### src/rtl/pipe_stage_reg_pkg.sv
// Shared types for the generic inter-stage pipeline register.
// Holds the stage event encoding used by the register and its decoder.
package pipe_stage_reg_pkg;

    // Width of the encoded stage event bus
    localparam int unsigned EVT_W = 3;

    typedef enum logic [EVT_W-1:0] {
        EVT_RST    = 3'd0,
        EVT_FLUSH  = 3'd1,
        EVT_BUBBLE = 3'd2,
        EVT_HOLD   = 3'd3,
        EVT_ADV    = 3'd4
    } stage_evt_e;

    // Saturating increment of the bubble counter
    function automatic logic [31:0] sat_inc(
        input logic [31:0] val,
        input logic [31:0] max
    );
        return (val >= max) ? max : val + 32'd1;
    endfunction

endpackage

### src/rtl/pipe_stage_reg_stage_evt_decode.sv
// Priority decode of reset, flush and the local stall pair into one event.
// Shared by the stage registers, pc_reg and ctrl-side checks.
module stage_evt_decode
    import pipe_stage_reg_pkg::*;
(
    input  logic       rst_i,
    input  logic       flush_i,
    input  logic       s_up_i,
    input  logic       s_dn_i,
    output stage_evt_e evt_o
);

    // Reset beats flush beats stall; s_up=0 with s_dn=1 falls to advance
    always_comb begin
        evt_o = EVT_ADV;
        if (rst_i) begin
            evt_o = EVT_RST;
        end else if (flush_i) begin
            evt_o = EVT_FLUSH;
        end else if (s_up_i && !s_dn_i) begin
            evt_o = EVT_BUBBLE;
        end else if (s_up_i && s_dn_i) begin
            evt_o = EVT_HOLD;
        end
    end

endmodule

### src/rtl/pipe_stage_reg.sv
// Generic stage-boundary register: payload, valid, multi-cycle carry
// and a saturating consecutive-bubble counter.
module pipe_stage_reg
    import pipe_stage_reg_pkg::*;
#(
    parameter int unsigned       DATA_W    = 128,
    parameter int unsigned       CARRY_W   = 66,
    parameter int unsigned       STALL_W   = 6,
    parameter int unsigned       STAGE_IDX = 3,
    parameter logic [DATA_W-1:0] NOP_DATA  = '0,
    parameter int unsigned       CNT_W     = 8
) (
    input  logic               clk,
    input  logic               rst,
    input  logic [STALL_W-1:0] stall,
    input  logic               flush,
    input  logic               in_valid,
    input  logic [DATA_W-1:0]  in_data,
    input  logic [CARRY_W-1:0] carry_i,
    input  logic               bubble_cnt_clr,
    output logic               out_valid,
    output logic [DATA_W-1:0]  out_data,
    output logic [CARRY_W-1:0] carry_o,
    output logic [CNT_W-1:0]   bubble_cnt
);

    localparam logic [CNT_W-1:0] CNT_MAX = '1;

    stage_evt_e evt;

    logic               valid_q, valid_d;
    logic [DATA_W-1:0]  data_q,  data_d;
    logic [CARRY_W-1:0] carry_q, carry_d;
    logic [CNT_W-1:0]   cnt_q,   cnt_d;

    stage_evt_decode u_evt (
        .rst_i   (rst),
        .flush_i (flush),
        .s_up_i  (stall[STAGE_IDX]),
        .s_dn_i  (stall[STAGE_IDX+1]),
        .evt_o   (evt)
    );

    // Next-state selection per stage event; clear overrides count updates
    always_comb begin
        valid_d = valid_q;
        data_d  = data_q;
        carry_d = carry_q;
        cnt_d   = cnt_q;
        case (evt)
            EVT_RST: begin
                valid_d = 1'b0;
                data_d  = NOP_DATA;
                carry_d = '0;
                cnt_d   = '0;
            end
            EVT_FLUSH: begin
                valid_d = 1'b0;
                data_d  = NOP_DATA;
                carry_d = '0;
            end
            EVT_BUBBLE: begin
                valid_d = 1'b0;
                data_d  = NOP_DATA;
                carry_d = carry_i;
                cnt_d   = (cnt_q == CNT_MAX) ? cnt_q : cnt_q + 1'b1;
            end
            EVT_ADV: begin
                valid_d = in_valid;
                data_d  = in_valid ? in_data : NOP_DATA;
                carry_d = '0;
                cnt_d   = '0;
            end
            default: begin
                valid_d = valid_q;
            end
        endcase
        if (bubble_cnt_clr) begin
            cnt_d = '0;
        end
    end

    // State register with synchronous reset
    always_ff @(posedge clk) begin
        if (rst) begin
            valid_q <= 1'b0;
            data_q  <= NOP_DATA;
            carry_q <= '0;
            cnt_q   <= '0;
        end else begin
            valid_q <= valid_d;
            data_q  <= data_d;
            carry_q <= carry_d;
            cnt_q   <= cnt_d;
        end
    end

    assign out_valid  = valid_q;
    assign out_data   = data_q;
    assign carry_o    = carry_q;
    assign bubble_cnt = cnt_q;

endmodule

### config.mk
export PLATFORM = sky130hd
export DESIGN_NAME = pipe_stage_reg
export DESIGN_NICKNAME = d
export VERILOG_FILES = /design/src/rtl/pipe_stage_reg_pkg.sv /design/src/rtl/pipe_stage_reg_stage_evt_decode.sv /design/src/rtl/pipe_stage_reg.sv
export SDC_FILE = /design/constraint.sdc
export NUM_CORES = 1
export LEC_CHECK = 0
export ABC_AREA = 1
export CAP_MARGIN = 20
export CELL_PAD_IN_SITES_DETAIL_PLACEMENT = 0
export CELL_PAD_IN_SITES_GLOBAL_PLACEMENT = 2
export CORE_MARGIN = 1.5
export CORE_UTILIZATION = 18
export CTS_BUF_LIST = sky130_fd_sc_hd__clkbuf_8
export CTS_CLUSTER_DIAMETER = 50
export DETAILED_ROUTE_END_ITERATION = 10
export PLACE_DENSITY_LB_ADDON = 0.1
export RECOVER_POWER = 50
export SETUP_SLACK_MARGIN = 0.05
export SKIP_LAST_GASP = 1
export SLEW_MARGIN = 10
export SYNTH_ARGS = -nofsm -noshare
export SYNTH_HDL_FRONTEND = slang
export SYNTH_SLANG_ARGS = --single-unit
export TNS_END_PERCENT = 5
### constraint.sdc
create_clock -name clk -period 1.35 [get_ports clk]
set_input_delay 0.2025 -clock clk [delete_from_list [all_inputs] [get_ports clk]]
set_output_delay 0.2025 -clock clk [all_outputs]
set_load 0.02 [all_outputs]
# Word-level counts from Yosys, hierarchy flattened
# Index checks and enable logic that the tools add are counted.
# word_totals
output_inout_bits	203
in_bits	205
elab_cells	32
reg_bits	203
# op_classes
n_reduce_logical	12
n_eq_ne	5
n_addsub	1
muxes	10
# ops
cell	count
128-bit one-hot mux with 2 select lines	1
66-bit one-hot mux with 2 select lines	1
128-bit 2-to-1 mux	1
8-bit one-hot mux with 2 select lines	1
3-bit 2-to-1 mux	4
8-bit by 1-bit adder with 8-bit output, second input constant	1
8-bit equality test, second input constant	1
8-bit 2-to-1 mux	1
2-bit nonzero test	3
3-bit OR reduction	2
2-bit OR reduction	2
3-bit by 1-bit equality test with 1-bit output, second input constant	1
3-bit by 2-bit equality test with 1-bit output, second input constant	1
3-bit equality test, second input constant	1
3-bit logical NOT	1
1-bit logical AND	2
2-bit inequality test, second input constant	1
1-bit one-hot mux with 2 select lines	1
2-bit AND reduction	1
1-bit logical NOT	1

# Longest topological paths before layout
# Gate-level depths: netlist (run 1).
# logic_depth
word_depth	9
ltp_mapped	8
ltp_nobuf	8

# Modules after synthesis
# Synthesis (run 1) repeated with hierarchy kept, for this count alone.
# unflattened
hier_cells	960
area_unflattened_um2	7638.6
# modules_own_cells
mod	cells_per_inst	seq_area_each_um2	area_each_um2	instances
pipe_stage_reg	954	4063.9	7613.6	1
stage_evt_decode	6	0.0	25.0	1

# Worst setup path after synthesis (run 1)
# No wires, ideal clock.
# synth_path
path_type	register to register
from	register cnt_q[0] (netlist: bubble_cnt[0])
to	register cnt_q[4] (netlist: bubble_cnt[4])
setup_time_ps	119
path_buffers	0
period_less_slack_ps	1456
path_slack_ps	-106
arrival_ps	1336
stages_incl_launch_ff	9
required_time_ps	1231
cell_sequence	dfxtp_1 > ha_1 > nand2_1 > nor2_1 > nand2_1 > nand2_2 > nand2_1 > nand2_1 > a21oi_1
# synth_between
elab_chain_len	3
elab_cells_between_ends	6
classes_between	1 x add/sub; 2 x eq/ne; 2 x mux; 1 x reduce/logical
# synth_rtl
item	line_no	text
start, declared	pipe_stage_reg.sv:34	logic [CNT_W-1:0] cnt_q, cnt_d;
start signal, assigned	pipe_stage_reg.sv:94	cnt_q <= cnt_d;
8-bit by 1-bit adder with 8-bit output / 8-bit equality test (equally long branches)	pipe_stage_reg.sv:66	cnt_d = (cnt_q == CNT_MAX) ? cnt_q : cnt_q + 1'b1;
8-bit 2-to-1 mux / 2-bit inequality test (equally long branches)	n/a	
8-bit one-hot mux with 2 select lines / 2-bit AND reduction (equally long branches)	n/a	
# Several ways; a longest one is shown, not always the timed one. The select of a mux whose other input is x is not followed.
# A chain may end at the register's enable or synchronous reset.

# Worst setup path after layout (run 1)
# layout_path
from	register cnt_q[1] (netlist: bubble_cnt[1])
to	output bubble_cnt[1]
# layout_lines
item	line_no	text
end, declared	pipe_stage_reg.sv:24	output logic [CNT_W-1:0] bubble_cnt
# No word-level cell between the ends.

==> flow_summary.ini, run 1 <==
[worst_setup_path]
arrival_ps = 1140
r2r_start = bubble_cnt[0]$_SDFFE_PP0P_
endpoint_kind = output port
cp_max_fo = 2
criticalPathCategory = flip-flop to output port
path_cells = buf_6 > buf_6
crit_start = bubble_cnt[1]$_SDFFE_PP0P_
startpoint_type = flip-flop
worst_path_most_repeated_cell = buf_6
worstPathRequired_ps = 1150
slowest_delay_ps = 340
r2r_cells = 9
slowest_stage = dfxtp_4

[clock_network]
htree_levels = 2
cts_root_buffer = clkbuf_8
cts_buffers = 44
clock_latency_ps = 570
cts.sinks = 203
clockBufferDepth = 3
clk_pin_slew_ps = 50
ctsHoldBuffers = 0
cts_tree = yes

[finish]
postLayoutCellArea_um2 = 12200
layout_common_cells = inv_1 (353), clkdlybuf4s50_1 (200), dfxtp_1 (193)
synthToLayoutAreaGrowth_pct = 70.2
nFillCells = 4257
drive_above_1_share_pct = 24.1
final_common_cell = inv_1
layout.nets = 1563

[logic_synthesis]
syn_nets = 1103
synthesis.area_um2 = 7170
yosys.cell_types.count = 20
ys_seq_elements = 203
synth_area_leader_cell = dfxtp_1
avgSynthCellArea_um2 = 8.00
synth_area_leaders = dfxtp_1 (57%), inv_1 (18%), o22ai_1 (11%)
synth_warnings = 0
yosysTopAreaCellShare_pct = 56.7
syn_inst = 897
synth_seq_area_share_pct = 56.7

[die]
die_h_um = 203
core_area_um2 = 39000
start_util_pct = 18.4
num_rows = 72
dieArea_um2 = 41100
dieWidth_um = 203
ios = 408

[grt]
grt_first_pass_wirelength_mm = 43.4
grt_pass1_vias = 7268
antenna_found_initial = 6
overflow = 0
grt_max_degree = 28
track_usage_pct = 13.9

[timing]
finalWorstSetupSlack_ps = 8.34
period_needed_ps = 1340
worst_slew_pin_slew_ps = 398
timing.fmax_ghz = 0.745
finalCritPeriodShare_pct = 99.4
finalSetupTns_ps = 0
hold_viol_final = 0
hold_ws_ps = 194
skew_ps = 3.41
slew_headroom_pct = 73.5
slew_violations = 0
rsz0062_at_grt = yes
setup_viol = 0

[power_and_ir_drop]
ir_worst_vdd_mv = 0.626
powerDensity_nw_per_um2 = 1160
p_leak_nw = 5.53

[hold_path]
whs_path_depth = 3
min_from = carry_i[13]
hold_path.class = input port to flip-flop

[drt]
wl_per_cell_um = 15.2
vias = 7001
wl_mm = 29.0
ant_nets = 0
drc = 0
drt-vias-per-instance = 3.67
drtIter0Drc = 215
drtPass1Iterations = 4

[placement]
hpwl_mm = 21.9
port-buffer-count = 403
place_area_um2 = 12200
routabilityCongestion = 0.726
pre_cts_slack_ps = -425

[run]
maxCapViolations = 0

[outcome]
status = complete, no violations
==> state kept, by name (all words and copies together), names as in the netlist <==
signal / count
carry_o: 66
bubble_cnt: 8
out_data: 128
out_valid: 1
==> kinds of logic (layout without fill, tap and decap cells) <==
| kind of cell | Yosys count | in the layout | share of synthesized area (%) |
|---|---|---|---|
| adders and majority gates | 1 | 1 | 0.174 |
| AOI/OAI and AO/OA | 206 | 206 | 16.6 |
| xor gates and xnor gates | 1 | 1 | 0.122 |
| DFF | 203 | 203 | 56.7 |
| buffers and inverters | 380 | 869 | 20.5 |
| and+or+nand+nor | 106 | 106 | 5.93 |
| other | 0 | 3 | 0 |
==> worst paths after layout <==
| kind | end | slack, ps |
|---|---|---|
| min | carry_o[13]$_SDFFE_PP0P_ | 190 |
| max reg2reg | bubble_cnt[7]$_SDFFE_PP0P_ | 70 |
| min reg2reg | out_data[57]$_SDFFE_PP0P_ | 460 |
| max | bubble_cnt[1] | 8 |
==> synth_stat cells <==
library cell,count
inv_1,337
dfxtp_1,203
o22ai_1,128
nand2_1,86
o21ai_0,68
buf_2,29
nor2_1,11
clkbuf_1,10
a21oi_1,6
nand3_1,5
o21ai_1,4
buf_4,2
buf_1,1
ha_1,1
inv_2,1
nand2_2,1
nand4_1,1
nand4_2,1
nor2_4,1
xor2_1,1
==> final cells by class <==
type	instances	area [um^2]	area share, %
Sequential cell	203	4100	33.6
Timing Repair Buffer	456	3630	29.7
Multi-Input combinational cell	314	1680	13.8
Inverter	338	1270	10.4
Clock buffer	54	743	6.09
Tap cell	518	648	5.31
Clock inverter	21	135	1.11
Antenna cell	3	7.51	0.0615
==> routing by layer <==
layer / GRT usage, % / vias up / share of wire (%)
met2: 21.5 / 271 / 43
met5: 0 / - / 0.076
met4: 5.32 / 4 / 2.3
li1: - / 3628 / -
met1: 16.8 / 3049 / 44
met3: 6.31 / 49 / 10
==> critical path: cells and delay by family (launching register included) <==
family                 cells  cell delay (ps)
buffers and inverters      2              230
flip-flops                 1              340
==> per-stage QoR <==
stage / power [mW] / util, % / std cells
3_3_place_gp: 7.69 / 31.3 / 1822
5_1_grt: 14.9 / 31.3 / 1905
2_1_floorplan: 6.69 / - / 897
3_5_place_dp: 7.69 / 31.3 / 1822
4_1_cts: 14.6 / 31.4 / 1903
6_report: 14.2 / 31.3 / 1907
==> power by group <==
group,internal [mW],switching (mW),total (mW)
logic,0.740,0.535,1.27
registers,6.09,0.0512,6.14
clock network,3.95,2.83,6.78
==> timing repair <==
item / CTS / global route
buffers inserted: 6 / 1
endpoints found under the setup margin: 211 / 209
pin swaps: 0 / 2
gates resized for setup: 869 / 13
No activity file was read; power rests on OpenSTA's default activity.
==> run 2: changes to the inputs <==
--- a/config.mk
+++ b/config.mk
@@ -12,8 +12,8 @@
 export CORE_MARGIN = 1.5
 export CORE_UTILIZATION = 18
 export CTS_BUF_LIST = sky130_fd_sc_hd__clkbuf_8
-export CTS_CLUSTER_DIAMETER = 50
 export DETAILED_ROUTE_END_ITERATION = 10
+export GPL_TIMING_DRIVEN = 0
 export PLACE_DENSITY_LB_ADDON = 0.1
 export RECOVER_POWER = 50
 export SETUP_SLACK_MARGIN = 0.05
==> flow_summary.ini, run 2 (synthesis results as in run 1) <==
[worst_setup_path]
arrival_ps = 1770
endpoint_kind = flip-flop
worstPathRequired_ps = 1820
startpoint_type = flip-flop
criticalPathCategory = flip-flop to flip-flop
cp_max_fo = 4

[drt]
wl_per_cell_um = 15.6
drc = 0
drt-vias-per-instance = 3.72
ant_nets = 0
vias = 7081
drtIter0Drc = 176
drtPass1Iterations = 4
wl_mm = 29.7

[clock_network]
clock_latency_ps = 580
cts.sinks = 203
cts_tree = yes
cts_root_buffer = clkbuf_8
ctsHoldBuffers = 0
htree_levels = 2
clockBufferDepth = 3
cts_buffers = 41
clk_pin_slew_ps = 70

[hold_path]
hold_path.class = input port to flip-flop

[die]
dieArea_um2 = 41100
dieWidth_um = 203
num_rows = 72
core_area_um2 = 39000
die_h_um = 203
start_util_pct = 18.4
ios = 408

[finish]
layout_common_cells = inv_1 (355), clkdlybuf4s50_1 (200), dfxtp_1 (178)
largest_reg_flops = 128
drive_above_1_share_pct = 24.6
layout.nets = 1561
synthToLayoutAreaGrowth_pct = 70.8
final_cells = 1905
final_common_cell = inv_1

[grt]
grt_pass1_vias = 7195
grt_first_pass_wirelength_mm = 44.2
grt_max_degree = 11
track_usage_pct = 14.3
antenna_found_initial = 4
overflow = 0

[timing]
skew_ps = 15.5
finalWorstSetupSlack_ps = 50.1
timing.fmax_ghz = 0.769
slew_headroom_pct = 67.5
hold_viol_final = 0
slew_violations = 0
period_needed_ps = 1300
worst_slew_pin_slew_ps = 488
finalSetupTns_ps = 0
rsz0062_at_grt = yes
finalCritPeriodShare_pct = 96.3
setup_viol = 0

[placement]
routabilityCongestion = 0.715
pre_cts_slack_ps = -848
hpwl_mm = 22.4
port-buffer-count = 403
dp.cells = 1818

[outcome]
status = complete, no violations

[power_and_ir_drop]
p_leak_nw = 5.43
powerDensity_nw_per_um2 = 1140
ir_worst_vdd_mv = 0.502
power_mw = 13.9

[run]
maxCapViolations = 0
[run 2: cell count changes in the layout (fill, tap and decap cells not counted), sizes merged]
cell / before / now
clkinv: 3 / 0
inv: 354 / 356
clkinvlp: 0 / 1
clkbuf: 65 / 80
buf: 245 / 227
diode: 3 / 4
[run 2: repair_timing]
action	4_1_cts	5_1_grt
pin swaps	0	3
buffers inserted	10	2
setup endpoints to repair	336	339
resized for setup	895	170
gates cloned	0	0
[run 2: per-layer routing]
layer  GRT usage (%)  vias up  part of all wire, %
met5               0        -                 0.14
li1                -     3626                    -
met2            22.9      275                   45
met1            16.4     3125                   41
met4            4.29        6                  2.2
met3            7.42       49                   11
[run 2: path summary, 6_finish.rpt]
check        slack, ps                          to  cells past startpoint                  startpoint
max                 50  bubble_cnt[1]$_SDFFE_PP0P_                      8  bubble_cnt[0]$_SDFFE_PP0P_
min                170    carry_o[62]$_SDFFE_PP0P_                      3                 carry_i[62]
max reg2reg         50  bubble_cnt[1]$_SDFFE_PP0P_                      8  bubble_cnt[0]$_SDFFE_PP0P_
min reg2reg        450    carry_o[62]$_SDFFE_PP0P_                      2    carry_o[62]$_SDFFE_PP0P_
[run 2: area by class of cell]
class                   count  area [um^2]
fillers                  4279        26800
flip-flops and latches    203         4110
repair buffers            415         3470
multi-input cells         314         1710
inverters                 338         1270
clock buffers              50          688
well taps                 518          648
plain buffers              42          215
clock inverters            21          135
diodes                      4         10.0
[run 2: worst max-delay path: stages, from the launching register on]
cell and delay, ps:
dfxtp_4 380, ha_4 150, nand2_4 60, nor2_4 130, nand2_4 90, buf_4 150
buf_4 120, nand3_1 60, a21oi_1 60
[run 2: where the power goes]
| group | switching, mW | total (mW) | internal, mW |
|---|---|---|---|
| Clock | 2.80 | 6.50 | 3.69 |
| Sequential | 0.0559 | 6.15 | 6.10 |
| Combinational | 0.526 | 1.26 | 0.734 |
| Total | 3.39 | 13.9 | 10.5 |
[run 2: metrics by stage]
stage                     utilization [%]  cell area [um^2]  hold WS [ps]
after floorplan                         -              7180           315
after global placement               30.4             11900           446
after detailed placement             30.4             11900           451
after CTS                            30.5             11900           117
after global routing                 31.4             12200           148
final                                31.4             12300           174
